### config.mk
export PLATFORM = sky130hd
export DESIGN_NAME = irrigation_sequencer_flat
export DESIGN_NICKNAME = d
export VERILOG_FILES = /design/src/rtl/irrigation_pkg.sv /design/src/rtl/irrigation_sequencer_if.sv /design/src/rtl/irrigation_sequencer_tick_timer.sv /design/src/rtl/irrigation_sequencer.sv /design/src/flat_wrapper.sv
export SDC_FILE = /design/constraint.sdc
export NUM_CORES = 1
export LEC_CHECK = 0
export ABC_CLOCK_PERIOD_IN_PS = 4530
export CELL_PAD_IN_SITES_DETAIL_PLACEMENT = 1
export CELL_PAD_IN_SITES_GLOBAL_PLACEMENT = 1
export CORE_MARGIN = 10
export CORE_UTILIZATION = 45
export DETAILED_ROUTE_END_ITERATION = 10
export GPL_ROUTABILITY_DRIVEN = 0
export PLACE_DENSITY = 0.92
export SETUP_SLACK_MARGIN = 0.4
export SYNTH_ARGS = -nofsm -noshare
export SYNTH_HDL_FRONTEND = slang
export SYNTH_SLANG_ARGS = --single-unit
### constraint.sdc
create_clock -name clk -period 4.53 [get_ports clk]
set_input_delay 1.1325 -clock clk [delete_from_list [all_inputs] [get_ports clk]]
set_output_delay 1.1325 -clock clk [all_outputs]
set_load 0.01 [all_outputs]
### src/rtl/irrigation_pkg.sv
// irrigation_pkg
// Shared types and constants for the irrigation sequencer:
//   state_t             - sequencer state encoding
//   DEF_SETTLE_TICKS    - default OPEN/CLOSE duration in ticks
//   DEF_LOCKOUT_TICKS   - default LOCKOUT duration in ticks
//   cnt_width()         - width of the tick down-counter
package irrigation_pkg;

    typedef enum logic [2:0] {
        ST_IDLE,
        ST_OPEN,
        ST_WATER,
        ST_CLOSE,
        ST_LOCKOUT
    } state_t;

    localparam int unsigned DEF_SETTLE_TICKS  = 2;
    localparam int unsigned DEF_LOCKOUT_TICKS = 4;

    // Counter must hold the widest of: the duration input, the settle
    // constant and the lockout constant.
    function automatic int unsigned cnt_width(input int unsigned dur_w,
                                              input int unsigned settle,
                                              input int unsigned lockout);
        int unsigned mx;
        int unsigned w;
        mx = (settle > lockout) ? settle : lockout;
        w  = $clog2(mx + 1);
        if (w < 1)
            w = 1;
        return (dur_w > w) ? dur_w : w;
    endfunction

endpackage

### src/rtl/irrigation_sequencer_if.sv
// irrigation_sequencer_if
// Bundles the request/sensor inputs and the valve/pump/status outputs.
//   start, dur, soil_dry, tank_low, abort : requester/sensors -> sequencer
//   valve, pump, busy, done, alarm, tick  : sequencer -> drivers/status
// master: request/sensor side; slave: the sequencer.
interface irrigation_sequencer_if #(
    parameter int unsigned DUR_W = 8
);
    logic             start;
    logic [DUR_W-1:0] dur;
    logic             soil_dry;
    logic             tank_low;
    logic             abort;
    logic             valve;
    logic             pump;
    logic             busy;
    logic             done;
    logic             alarm;
    logic             tick;

    modport master (
        output start, dur, soil_dry, tank_low, abort,
        input  valve, pump, busy, done, alarm, tick
    );

    modport slave (
        input  start, dur, soil_dry, tank_low, abort,
        output valve, pump, busy, done, alarm, tick
    );
endinterface

### src/rtl/irrigation_sequencer_tick_timer.sv
// tick_timer
// Single-clock prescaler producing a tick enable every 2^DIV_BITS cycles,
// plus a loadable tick down-counter.
//   clk, rst  : system clock, synchronous active-high reset
//   clear     : state transition; zero the prescaler and load load_val
//   load_val  : tick count for the state being entered
//   tick      : prescaler at all-ones (one cycle per period)
//   expired   : the final tick of the loaded count is occurring now
module tick_timer #(
    parameter int unsigned DIV_BITS = 16,
    parameter int unsigned CNT_W    = 8
) (
    input  logic             clk,
    input  logic             rst,
    input  logic             clear,
    input  logic [CNT_W-1:0] load_val,
    output logic             tick,
    output logic             expired
);

    logic [DIV_BITS-1:0] presc;
    logic [CNT_W-1:0]    count;

    assign tick = &presc;
    // Flagging the last tick (count==1) lets the FSM leave on that very
    // edge, so a state of N ticks spans exactly N prescaler periods.
    assign expired = tick && (count <= CNT_W'(1));

    always_ff @(posedge clk) begin
        if (rst) begin
            presc <= '0;
            count <= '0;
        end else if (clear) begin
            presc <= '0;
            count <= load_val;
        end else begin
            presc <= presc + DIV_BITS'(1);
            if (tick && (count != '0))
                count <= count - CNT_W'(1);
        end
    end

endmodule

### src/rtl/irrigation_sequencer.sv
// irrigation_sequencer
// Sequences one irrigation cycle: valve settle (OPEN), pump-on watering
// (WATER), valve close settle (CLOSE), then a minimum-off LOCKOUT.
//   clk  : system clock, rising edge
//   rst  : synchronous active-high reset
//   bus  : irrigation_sequencer_if.slave
//          in : start, dur, soil_dry, tank_low, abort
//          out: valve, pump, busy, done, alarm, tick (all registered)
module irrigation_sequencer
    import irrigation_pkg::*;
#(
    parameter int unsigned DIV_BITS      = 16,
    parameter int unsigned DUR_W         = 8,
    parameter int unsigned SETTLE_TICKS  = DEF_SETTLE_TICKS,
    parameter int unsigned LOCKOUT_TICKS = DEF_LOCKOUT_TICKS
) (
    input logic                    clk,
    input logic                    rst,
    irrigation_sequencer_if.slave  bus
);

    localparam int unsigned CNT_W = cnt_width(DUR_W, SETTLE_TICKS, LOCKOUT_TICKS);

    state_t           state;
    state_t           nxt;
    logic [DUR_W-1:0] dur_q;
    logic [CNT_W-1:0] load_val;
    logic             go;
    logic             set_alarm;
    logic             set_flag;
    logic             clr_flag;
    logic             flag;
    logic             tick;
    logic             expired;
    logic             valve_q;
    logic             pump_q;
    logic             busy_q;
    logic             done_q;
    logic             alarm_q;

    tick_timer #(
        .DIV_BITS (DIV_BITS),
        .CNT_W    (CNT_W)
    ) u_timer (
        .clk      (clk),
        .rst      (rst),
        .clear    (go),
        .load_val (load_val),
        .tick     (tick),
        .expired  (expired)
    );

    // Next-state decode is combinational because the timer must be
    // cleared and reloaded on the same edge the state changes.
    always_comb begin
        nxt       = state;
        set_alarm = 1'b0;
        set_flag  = 1'b0;
        clr_flag  = 1'b0;
        case (state)
            ST_IDLE: begin
                if (bus.start) begin
                    if (bus.tank_low)
                        set_alarm = 1'b1;
                    else if (bus.soil_dry && (bus.dur != '0)) begin
                        nxt      = ST_OPEN;
                        clr_flag = 1'b1;
                    end
                end
            end
            ST_OPEN: begin
                if (bus.tank_low) begin
                    nxt       = ST_CLOSE;
                    set_alarm = 1'b1;
                    clr_flag  = 1'b1;
                end else if (bus.abort) begin
                    nxt      = ST_CLOSE;
                    clr_flag = 1'b1;
                end else if (expired)
                    nxt = ST_WATER;
            end
            ST_WATER: begin
                if (bus.tank_low) begin
                    nxt       = ST_CLOSE;
                    set_alarm = 1'b1;
                    clr_flag  = 1'b1;
                end else if (bus.abort) begin
                    nxt      = ST_CLOSE;
                    clr_flag = 1'b1;
                end else if (!bus.soil_dry || expired) begin
                    nxt      = ST_CLOSE;
                    set_flag = 1'b1;
                end
            end
            ST_CLOSE: begin
                if (expired)
                    nxt = ST_LOCKOUT;
            end
            ST_LOCKOUT: begin
                if (expired)
                    nxt = ST_IDLE;
            end
            default: nxt = ST_IDLE;
        endcase

        go = (nxt != state);

        case (nxt)
            ST_OPEN, ST_CLOSE: load_val = CNT_W'(SETTLE_TICKS);
            ST_WATER:          load_val = CNT_W'(dur_q);
            ST_LOCKOUT:        load_val = CNT_W'(LOCKOUT_TICKS);
            default:           load_val = '0;
        endcase
    end

    always_ff @(posedge clk) begin
        if (rst) begin
            state   <= ST_IDLE;
            dur_q   <= '0;
            flag    <= 1'b0;
            valve_q <= 1'b0;
            pump_q  <= 1'b0;
            busy_q  <= 1'b0;
            done_q  <= 1'b0;
            alarm_q <= 1'b0;
        end else begin
            state  <= nxt;
            done_q <= 1'b0;

            if ((state == ST_IDLE) && (nxt == ST_OPEN)) begin
                dur_q   <= bus.dur;
                alarm_q <= 1'b0;
            end
            if (set_alarm)
                alarm_q <= 1'b1;

            if (clr_flag)
                flag <= 1'b0;
            else if (set_flag)
                flag <= 1'b1;

            if ((state == ST_LOCKOUT) && (nxt == ST_IDLE))
                done_q <= flag;

            valve_q <= (nxt == ST_OPEN) || (nxt == ST_WATER) || (nxt == ST_CLOSE);
            pump_q  <= (nxt == ST_WATER);
            busy_q  <= (nxt != ST_IDLE);
        end
    end

    assign bus.valve = valve_q;
    assign bus.pump  = pump_q;
    assign bus.busy  = busy_q;
    assign bus.done  = done_q;
    assign bus.alarm = alarm_q;
    assign bus.tick  = tick;

endmodule

### src/flat_wrapper.sv
// flat-port wrapper written by rule: the top's interface ports become plain ports
module irrigation_sequencer_flat import irrigation_pkg::*;
#(
    parameter int unsigned DIV_BITS      = 16,
    parameter int unsigned DUR_W         = 8,
    parameter int unsigned SETTLE_TICKS  = DEF_SETTLE_TICKS,
    parameter int unsigned LOCKOUT_TICKS = DEF_LOCKOUT_TICKS
)
  (clk, rst, bus_start, bus_dur, bus_soil_dry, bus_tank_low, bus_abort, bus_valve, bus_pump, bus_busy, bus_done, bus_alarm, bus_tick);
  irrigation_sequencer_if #(.DUR_W(DUR_W)) bus_i ();
  input logic clk;
  input logic rst;
  input wire logic [$bits(bus_i.start)-1:0] bus_start;
  input wire logic [$bits(bus_i.dur)-1:0] bus_dur;
  input wire logic [$bits(bus_i.soil_dry)-1:0] bus_soil_dry;
  input wire logic [$bits(bus_i.tank_low)-1:0] bus_tank_low;
  input wire logic [$bits(bus_i.abort)-1:0] bus_abort;
  output wire logic [$bits(bus_i.valve)-1:0] bus_valve;
  output wire logic [$bits(bus_i.pump)-1:0] bus_pump;
  output wire logic [$bits(bus_i.busy)-1:0] bus_busy;
  output wire logic [$bits(bus_i.done)-1:0] bus_done;
  output wire logic [$bits(bus_i.alarm)-1:0] bus_alarm;
  output wire logic [$bits(bus_i.tick)-1:0] bus_tick;
  assign bus_i.start = bus_start;
  assign bus_i.dur = bus_dur;
  assign bus_i.soil_dry = bus_soil_dry;
  assign bus_i.tank_low = bus_tank_low;
  assign bus_i.abort = bus_abort;
  assign bus_valve = bus_i.valve;
  assign bus_pump = bus_i.pump;
  assign bus_busy = bus_i.busy;
  assign bus_done = bus_i.done;
  assign bus_alarm = bus_i.alarm;
  assign bus_tick = bus_i.tick;
  irrigation_sequencer #(.DIV_BITS(DIV_BITS), .DUR_W(DUR_W), .SETTLE_TICKS(SETTLE_TICKS), .LOCKOUT_TICKS(LOCKOUT_TICKS)) u_core (.clk(clk), .rst(rst), .bus(bus_i));
endmodule
==> flow_metrics.env <==
export IMPL_grt_pass1_vias=1769
export IMPL_syn_avg_cell_area_sq_um=8.75
export IMPL_p_leak_nw=0.807
export IMPL_setup_violations=0
export IMPL_cts_setup_buffers=0
export IMPL_met1_usage=0.164
export IMPL_dp_hpwl_um=3760
export IMPL_synth_nets=239
export IMPL_vias=1623
export IMPL_synth_compound_area_share=0.130
export IMPL_dpl_worst_slack_ps=1090
export IMPL_cts_sinks=41
export IMPL_slew_headroom=0.493
export IMPL_overflow=0
export IMPL_netlist_area_leader_share=0.423
export IMPL_multi_input_area_sq_um=1050
export IMPL_peakVddDrop_uv=249
export IMPL_drc=0
export IMPL_synth_xor_area_share=0.0947
export IMPL_r2r_start="u_core.u_timer.presc[0]$_SDFF_PP0_"
export IMPL_finalNetCount=258
export IMPL_hold_start="u_core.u_timer.presc[0]$_SDFF_PP0_"
export IMPL_cts_max_level=2
export IMPL_maxCapViolCount=0
export IMPL_start_kind="register"
export IMPL_synth_seq_cells=41
export IMPL_grt_met3_usage=0.0416
export IMPL_hold_path_endpoint="u_core.u_timer.presc[0]$_SDFF_PP0_"
export IMPL_die_h_um=85.7
export IMPL_yosysMostFrequentCell="nor2_1"
export IMPL_ys_top_cells_by_area="dfxtp_1 (42%), nor2_1 (8.1%), xor2_1 (5.0%)"
export IMPL_period_minus_slack_ps=3500
export IMPL_r2r_end="u_core.u_timer.count[7]$_SDFFE_PP0P_"
export IMPL_outcome="completed"
export IMPL_worstSetupEndpointType="output port"
export IMPL_io_buffers=19
export IMPL_fin_crit_sh=0.773
export IMPL_busiest_layer="met2"
export IMPL_drtIter0Drc=80
export IMPL_die_area_sq_um=7340
export IMPL_cts_max_path_buffers=2
export IMPL_fmax_mhz=286
export IMPL_cts_buffers=5
export IMPL_ys_warn_count=0
export IMPL_cts_root_buf="clkbuf_8"
export IMPL_worst_pin_slew_ps=758
export IMPL_core_sq_um=4090
export IMPL_synth_async_reset_ratio=0
export IMPL_io_pins=20
export IMPL_antenna_found_initial=0
export IMPL_syn_inst=222
export IMPL_fin_setup_tns_ps=0
export IMPL_worstPathArrival_ps=2370
export IMPL_wl_per_cell_um=16.9
export IMPL_grt_max_degree=22
export IMPL_row_count=23
export IMPL_worstPathCellList="ha_1 -> nand3_1 -> or4_4 -> inv_2 -> clkdlybuf4s50_1"
export IMPL_drive_above_1_share=0.0868
export IMPL_hold_viol=0
export IMPL_cts_tree="yes"
export IMPL_antenna_left=0
export IMPL_rrSetupSlack_ps=1900
export IMPL_power_density_nw_per_um2=383
export IMPL_synth_edff_count=0
export IMPL_vias_per_cell=5.56
export IMPL_dr_pass1_iters=4
export IMPL_cts_hold_repair_buffers=0
export IMPL_hold_depth=1
export IMPL_timing_hold_ws_ps=460
export IMPL_diodes=0
export IMPL_initial_core_util=0.475
export IMPL_synthFlopType="dfxtp_1"
export IMPL_synth_top_family_by_area="simple AND/OR/NAND/NOR gates"
export IMPL_cp_buffers_inverters=2
export IMPL_grt_util_met2=0.248
export IMPL_synthAdderAreaFrac=0.0193
export IMPL_synth_mux_area_frac=0.0361
export IMPL_crit_fanout=9
export IMPL_wirelength_um=4940
export IMPL_crit_path_top_delay_cell="or4_4"
export IMPL_synth_area_leader_cell="dfxtp_1"
export IMPL_clock_latency_ps=300
export IMPL_yosysUniqueCellTypes=45
export IMPL_synth_common_cells="nor2_1 (42), dfxtp_1 (41), nand3_1 (11), xor2_1 (11)"
export IMPL_fin_skew_ps=9.13
export IMPL_worstRegToRegCells=8
export IMPL_maxSlewViolCount=0
export IMPL_syn2layout_area_growth_pct=17.9
export IMPL_fp_dieW_um=85.7
export IMPL_layout_setup_ws_ps=1030
export IMPL_worstSetupPathType="reg -> out"
export IMPL_grt_pass1_wl_um=8530
export IMPL_cts_resized=0
export IMPL_post_synth_instance_area_sq_um=1940
export IMPL_track_usage=0.144
export IMPL_cpPeakStageDelay_ps=580
export IMPL_synth_seq_area_share=0.423
export IMPL_clk_pin_slew_ps=90
export IMPL_ff_latch_area_sq_um=821
export IMPL_critPathTopFamily="buffers and inverters"
export IMPL_rsz0062_at_grt="false"
export IMPL_num_fill_cells=498
export IMPL_worstPathRequired_ps=3400
export IMPL_synth_simple_area_share=0.259
export IMPL_holdCritPathClass="reg -> reg"
[layer usage]
metal  share of wire  vias to the layer above
met5               0                        -
met4           0.016                        0
met3           0.030                        6
met2            0.50                       13
met1            0.46                      791
li1                -                      813
[per-stage QoR]
stage / instance area, sq um / std cells / total power [mW] / util
floorplan: 1940 / 222 / 0.522 / -
global placement: 2170 / 284 / 0.577 / 0.532
detailed placement: 2170 / 284 / 0.585 / 0.532
CTS: 2290 / 292 / 0.884 / 0.560
global route: 2290 / 292 / 0.922 / 0.560
finish: 2290 / 292 / 0.878 / 0.560
[layout by cell type (no fill, tap or decap), types with 2 or more instances in the layout]
cell | netlist | final
o21ai_0 | 2 | 2
or4_4 | 2 | 2
inv_1 | 10 | 10
a211oi_1 | 2 | 2
nor3_1 | 4 | 4
nand2b_1 | 3 | 3
nor4_1 | 3 | 3
nor3b_1 | 3 | 3
o211ai_1 | 2 | 2
clkbuf_8 | 0 | 5
xnor2_1 | 10 | 10
a21oi_1 | 8 | 8
o2bb2ai_1 | 5 | 5
nand3_1 | 11 | 11
mux2i_1 | 7 | 7
ha_1 | 3 | 3
nor2_1 | 42 | 42
or3_1 | 3 | 3
or4_1 | 2 | 2
and3_1 | 3 | 3
xor2_1 | 11 | 11
a41oi_1 | 2 | 2
clkdlybuf4s50_1 | 0 | 19
dfxtp_1 | 41 | 41
nand4_1 | 4 | 4
nand2_1 | 9 | 9
or2_2 | 3 | 3
[layout make-up]
class	count	area share
clock inverters	3	0.0202
flip-flops and latches	41	0.358
well taps	50	0.0273
inverters	11	0.0180
clock buffers	5	0.0301
multi-input cells	162	0.460
repair buffers	20	0.0863
[kinds of logic (layout without fill, tap and decap cells)]
family          Yosys count  after routing
fa+ha+maj                 3              3
xor+xnor                 21             21
simple gates             98             98
flops                    41             41
mux                       7              7
buf+inv                  19             39
compound gates           33             33
[sequential cells by signal, indices dropped and copies added (netlist names)]
register	flops
u_core.state	3
u_core.u_timer.count	8
u_core.bus.done	1
u_core.bus.alarm	1
u_core.u_timer.presc	16
u_core.bus.valve	1
u_core.bus.pump	1
u_core.flag	1
u_core.dur_q	8
u_core.bus.busy	1
[worst register-to-register path, delay by kind of cell (launching register included)]
| family | cells | cell delay (ps) |
|---|---|---|
| AO/OA/AOI/OAI | 2 | 470 |
| adder cells (fa/ha/maj) | 1 | 240 |
| buffers and inverters | 1 | 170 |
| flip-flops | 1 | 360 |
| AND/OR/NAND/NOR | 4 | 1260 |
[report_power, final]
part,internal [mW],switching [mW]
Sequential,0.382,0.0252
Combinational,0.0699,0.101
Clock,0.165,0.135
[how the worst max path moves through the flow]
stage                                                   from                                   end  slack (ps)  cells after the start
after floorplan                                 bus_tank_low  u_core.u_timer.count[2]$_SDFFE_PP0P_        1900                      6
after global placement                            bus_dur[4]  u_core.u_timer.count[5]$_SDFFE_PP0P_        1190                      8
after detailed placement                          bus_dur[0]  u_core.u_timer.count[7]$_SDFFE_PP0P_        1090                      8
after CTS                 u_core.u_timer.presc[0]$_SDFF_PP0_                              bus_tick        1010                      5
after global routing      u_core.u_timer.presc[0]$_SDFF_PP0_                              bus_tick         930                      5
final                     u_core.u_timer.presc[0]$_SDFF_PP0_                              bus_tick        1030                      5
No activity file was read; power rests on OpenSTA's default activity.
